### config.mk
export PLATFORM = sky130hd
export DESIGN_NAME = truncar_sat
export DESIGN_NICKNAME = d
export VERILOG_FILES = /design/src/rtl/truncar_sat.sv
export SDC_FILE = /design/constraint.sdc
export NUM_CORES = 1
export LEC_CHECK = 0
export CAP_MARGIN = 20
export CORE_ASPECT_RATIO = 1.2
export CORE_MARGIN = 10
export CORE_UTILIZATION = 49
export DETAILED_ROUTE_END_ITERATION = 6
export GPL_TIMING_DRIVEN = 0
export PLACE_DENSITY = 0.88
export SYNTH_ARGS = -nofsm -noshare
export SYNTH_HDL_FRONTEND = slang
export SYNTH_SLANG_ARGS = --single-unit
### constraint.sdc
create_clock -name clk -period 2.2 [get_ports clk]
set_input_delay 0.33 -clock clk [delete_from_list [all_inputs] [get_ports clk]]
set_output_delay 0.33 -clock clk [all_outputs]
set_load 0.1 [all_outputs]
### src/rtl/truncar_sat.sv
// Two-stage rounding/saturating narrower: product-format sample (2N bits, 2F fraction)
// to N-bit Q(M.F). Stage 1 rounds and flags overflow, stage 2 clips and presents.
module truncar_sat #(
  parameter int N = 16,
  parameter int M = 7,
  parameter int F = 8
) (
  input  logic                  clk,
  input  logic                  rst_n,
  input  logic                  in_valid,
  output logic                  in_ready,
  input  logic signed [2*N-1:0] entrada,
  input  logic                  round_en,
  output logic                  out_valid,
  input  logic                  out_ready,
  output logic signed [N-1:0]   salida,
  output logic                  sat,
  output logic [15:0]           sat_count,
  input  logic                  clr_count
);

  localparam int RW  = 2*N + 1;
  localparam int TOP = 2*F + M;
  localparam logic [RW-1:0] HALF = RW'(1) << (F-1);

  // valid/ready: a beat moves on a rising edge where valid && ready; valid holds
  // its data stable until accepted, ready never depends on the same-side valid.

  logic [RW-1:0] r_next;
  logic          ovf_next;
  logic          unused_frac;

  logic          v1;
  logic [N-1:0]  hi1;
  logic          neg1;
  logic          ovf1;

  logic          load1;
  logic          load2;

  // One extra bit of headroom means the half-LSB add can never wrap.
  assign r_next      = {entrada[2*N-1], entrada} + (round_en ? HALF : '0);
  assign ovf_next    = !((&r_next[RW-1:TOP]) || !(|r_next[RW-1:TOP]));
  assign unused_frac = ^r_next[F-1:0];

  assign load2    = !out_valid || out_ready;
  assign load1    = !v1 || load2;
  assign in_ready = !v1 || !out_valid || out_ready;

  always_ff @(posedge clk or negedge rst_n) begin
    if (!rst_n) begin
      v1        <= 1'b0;
      hi1       <= '0;
      neg1      <= 1'b0;
      ovf1      <= 1'b0;
      out_valid <= 1'b0;
      salida    <= '0;
      sat       <= 1'b0;
      sat_count <= '0;
    end else begin
      if (load1) begin
        v1 <= in_valid;
        if (in_valid) begin
          hi1  <= r_next[TOP:F];
          neg1 <= r_next[RW-1];
          ovf1 <= ovf_next;
        end
      end
      if (load2) begin
        out_valid <= v1;
        if (v1) begin
          salida <= ovf1 ? {neg1, {(N-1){!neg1}}} : hi1;
          sat    <= ovf1;
        end
      end
      if (clr_count)
        sat_count <= '0;
      else if (out_valid && out_ready && sat && (sat_count != 16'hFFFF))
        sat_count <= sat_count + 16'd1;
    end
  end

endmodule

==> results.md <==
- The clock reaches the later pin of the worst-skew pair after 0.31 ns.
- The number of buffers inserted by port buffering is 64.
- After synthesis, the netlist uses 37 different library cells.
- The post-synthesis register bit count is 53.
- In this run, placement finished with an instance count of 430.
- In the final design database the tool counted 420 nets.
- CTS built an H-tree with a depth of 2.
- The number of synthesis warnings is 0.
- The non-filler instance count after layout is 443.
- In this run the count of I/O pins placed on the die edge is 73.
- The number of antenna repair diodes is 0.
- Counting along the longest clock path gives a buffer depth of 2.
- The setup skew after layout is 0.00578 ns.
- Dividing the detail-routed via count by the number of cells gives 5.59.
- The root buffer cell chosen for the clock tree is sky130_fd_sc_hd__clkbuf_8.
- The total area inside the core boundary comes to 0.00537 mm2.
- The buffering stage count on the worst path with inverters included is 1.
- Once layout is complete, the utilization of the core stands at 0.692.
- The clock sink total is 53.
- Averaged over all synthesized cells, the footprint is 9.15 um2.
- The largest single stage delay on the critical path is 1.14 ns.
- STA classifies the critical path startpoint as a flip-flop.
- The signal on the critical path passes through clkdlybuf4s50_1.
- Summed over all nets, the half-perimeter wirelength after detailed placement is 5300 um.
- The floorplan step defined a die boundary enclosing 0.00908 mm2.
- The critical path is of the flip-flop to output pin type.
- The synthesized area is 0.00277 mm2.
- The worst-path cell with the longest stage delay is sky130_fd_sc_hd__clkdlybuf4s50_1.
- The arrival time at the worst endpoint is 1.83 ns.
- The final critical-path share of the clock period is 0.982.
- The instance count of the mapped netlist is 303.
- The run finished with clean final reports.
- The design draws 2.71 mW.
- The cell family contributing the most delay on the critical path is buffers and inverters.
- The share of the Yosys chip area taken by registers is 0.479.
- At the pin with the least slew margin, the transition time is 1.01 ns.
- Clock-pin slew was measured on the worst setup and hold paths at 0.09 ns.
- The wire length after detailed routing is 6860 um.
- The standard-cell row count is 29.
- The count of nets left with antenna violations once routing finished came out at 0.
- The maximum vdd ir drop is 0.390 mV.
- The final worst setup slack is 0.0393 ns.
- The post-layout instance area is 0.00371 mm2.
- The initial antenna violation count is 0.
- The total track usage is 0.150.
- In this run the vertical extent of the chip is 102 um.
- The total leakage power is 1.66 nW.
- The fraction of final layout cells with drive strength greater than 1 is 0.121.
- The largest fanout on the critical path is 3.
- The worst setup path is captured at an output pin.
- The max capacitance violation total is 0.
- The TritonCTS clock tree is done.
- The weighted congestion reported at the end of routability-driven placement is 0.885.
- The worst setup slack before clock tree synthesis is -1.06 ns.
- Summed over all instances, the cell type with the most area after synthesis is sky130_fd_sc_hd__dfrtp_1.
- The number of global-route vias before repair was 2,537.
- Yosys attributes the largest share of cell area to sky130_fd_sc_hd__dfrtp_1 48%, sky130_fd_sc_hd__nand2_1 7.0%, sky130_fd_sc_hd__xor2_1 6.6%.
- The worst path in the final design needs a cycle of 2.16 ns, including I/O delays and setup.
- The synthesis-to-layout area growth is 34.0%.
- The critical path data required time is 1.87 ns.
- Hold timing on the final database bottoms out at a slack of 0.371 ns.
- The count of endpoints failing hold in the final timing report came to 0.
- The via count is 2,478.
- The headroom to the max-slew limit is 0.327.
- Dividing the detail-routed wire length by the instance count gives 15.5 um.
- Of the post-synthesis cell area, the dominant cell type holds 0.479.
- The die is 88.7 um wide.
- Summed over all layers, the global routing overflow is 0.
- Counting the buffers created by CTS gives 5.
- Setup repair after global routing could not meet its margin everywhere.
- The violation count after the first detailed-route iteration is 96.
- In the routed design, unresolved DRC markers number 0.
- The initial utilization of the core area, before any placement, comes to 0.516.
- Static timing analysis puts the maximum clock frequency at 463 MHz.
- In this run the power density over the cells is 730 mW/mm2.
- The wire length of the first global-routing pass is 11,200 um.
- The total placed instance area is 0.00354 mm2.
- Fill cells in the final layout number 416.
- The worst hold path class is primary input to flip-flop.
- The final-layout setup total negative slack is 0 ns.
- The final number of max-transition violations is 0.
- The largest net degree at the start of global routing is 45.
- The number of setup violations in the final report is 0.
- When the netlist entered floorplanning its net count stood at 343.
- The length of the first detailed-routing pass in iterations is 4.
[cell usage in the layout (no fill, tap or decap), drive strengths merged, types with 2 or more instances in the layout]
master         count
clkinvlp           2
clkbuf            19
dlygate4sd2       21
dlymetal6s2s      10
clkdlybuf4s50     28
and4               2
ha                 2
xor2              21
mux2i              4
nor2              29
buf                7
nand4             15
and3               3
a21oi             18
nand2b             4
inv                3
or4                2
nand3             12
and2               4
o31a               2
nor4               4
o21ai             35
nand2             52
dfrtp             53
xnor2             12
nor3               4
[cell families (layout without fill, tap and decap cells)]
| kind of cell | after synthesis | in the layout | synth area share |
|---|---|---|---|
| compound gates | 58 | 58 | 0.113 |
| simple gates | 137 | 137 | 0.256 |
| xor+xnor | 33 | 33 | 0.104 |
| fa+ha+maj | 2 | 2 | 0.00903 |
| flops | 53 | 53 | 0.479 |
| buf+inv | 15 | 93 | 0.0203 |
| mux | 5 | 5 | 0.0185 |
[synthesized netlist by cell type]
library cell                n
sky130_fd_sc_hd__a41oi_1    1
sky130_fd_sc_hd__nor3b_1    1
sky130_fd_sc_hd__o21ai_0   35
sky130_fd_sc_hd__nor3_4     1
sky130_fd_sc_hd__clkinv_1   1
sky130_fd_sc_hd__nand2b_1   4
sky130_fd_sc_hd__nor4_1     4
sky130_fd_sc_hd__nand3_1   11
sky130_fd_sc_hd__a21boi_2   1
sky130_fd_sc_hd__a21oi_1   17
sky130_fd_sc_hd__mux2_2     1
sky130_fd_sc_hd__o31a_1     2
sky130_fd_sc_hd__nor2_1    29
sky130_fd_sc_hd__buf_1      1
sky130_fd_sc_hd__clkbuf_1  10
sky130_fd_sc_hd__nand3b_1   1
sky130_fd_sc_hd__a211oi_1   1
sky130_fd_sc_hd__nand3_4    1
sky130_fd_sc_hd__nor3_1     3
sky130_fd_sc_hd__nand4_4    2
sky130_fd_sc_hd__or4_1      2
sky130_fd_sc_hd__or3b_1     1
sky130_fd_sc_hd__nand2_1   52
sky130_fd_sc_hd__a21oi_2    1
sky130_fd_sc_hd__mux2i_1    4
sky130_fd_sc_hd__or3_1      1
sky130_fd_sc_hd__and3_1     3
sky130_fd_sc_hd__xor2_1    21
sky130_fd_sc_hd__nor4b_2    1
sky130_fd_sc_hd__or2_2      1
sky130_fd_sc_hd__inv_1      3
sky130_fd_sc_hd__xnor2_1   12
sky130_fd_sc_hd__nand4_1   13
sky130_fd_sc_hd__and4_1     2
sky130_fd_sc_hd__dfrtp_1   53
sky130_fd_sc_hd__and2_1     4
sky130_fd_sc_hd__ha_1       2
[registers in the layout, summed over array words and instances (netlist names)]
name       count
sat_count     16
out_valid      1
salida        16
neg1           1
v1             1
sat            1
ovf1           1
hi1           16
[layer usage]
metal | track usage | vias to the layer above | part of all wire
met5 | 0 | - | 0
met4 | 0.0498 | 0 | 0.0088
met3 | 0.0454 | 6 | 0.067
met2 | 0.269 | 79 | 0.52
met1 | 0.164 | 1190 | 0.40
li1 | - | 1203 | -
[final timing paths]
check | end | slack [ns] | startpoint | depth (start not counted)
worst max-delay path | sat_count[10] | 0.04 | sat_count[10]$_DFFE_PN0P_ | 1
worst min-delay path | sat_count[2]$_DFFE_PN0P_ | 0.37 | clr_count | 2
worst max register to register | sat_count[15]$_DFFE_PN0P_ | 0.14 | sat_count[3]$_DFFE_PN0P_ | 7
worst min register to register | hi1[15]$_DFFE_PN0P_ | 0.49 | hi1[15]$_DFFE_PN0P_ | 2
max in group asynchronous | sat_count[4]$_DFFE_PN0P_ | 1.26 | rst_n | 3
min in group asynchronous | sat_count[10]$_DFFE_PN0P_ | 0.43 | rst_n | 2
[timing repair]
item | in CTS | in global routing
buffers inserted | 2 | 2
gates resized for setup | 33 | 22
setup endpoints to repair | 14 | 8
hold endpoints to repair | 9 | 0
pin swaps | 4 | 5
hold buffers | 1 | 0
[where the power goes]
group	internal [mW]	switching [mW]	leakage, nW
Combinational	0.245	0.771	0.977
Clock	0.225	0.309	0.0374
Sequential	1.09	0.0711	0.645
Total	1.56	1.15	1.66
[layout make-up]
| cell class | count | area (um2) | share of cell area |
|---|---|---|---|
| tap | 62 | 77.6 | 0.0209 |
| timing repair buffer | 70 | 681 | 0.183 |
| clock inverter | 2 | 15.0 | 0.00404 |
| sequential | 53 | 1350 | 0.364 |
| inverter | 4 | 15.0 | 0.00404 |
| multi-input combinational | 235 | 1460 | 0.392 |
| clock buffer | 6 | 72.6 | 0.0195 |
| buffer | 11 | 45.0 | 0.0121 |
Note: power is estimated with default switching activity, not from simulation.
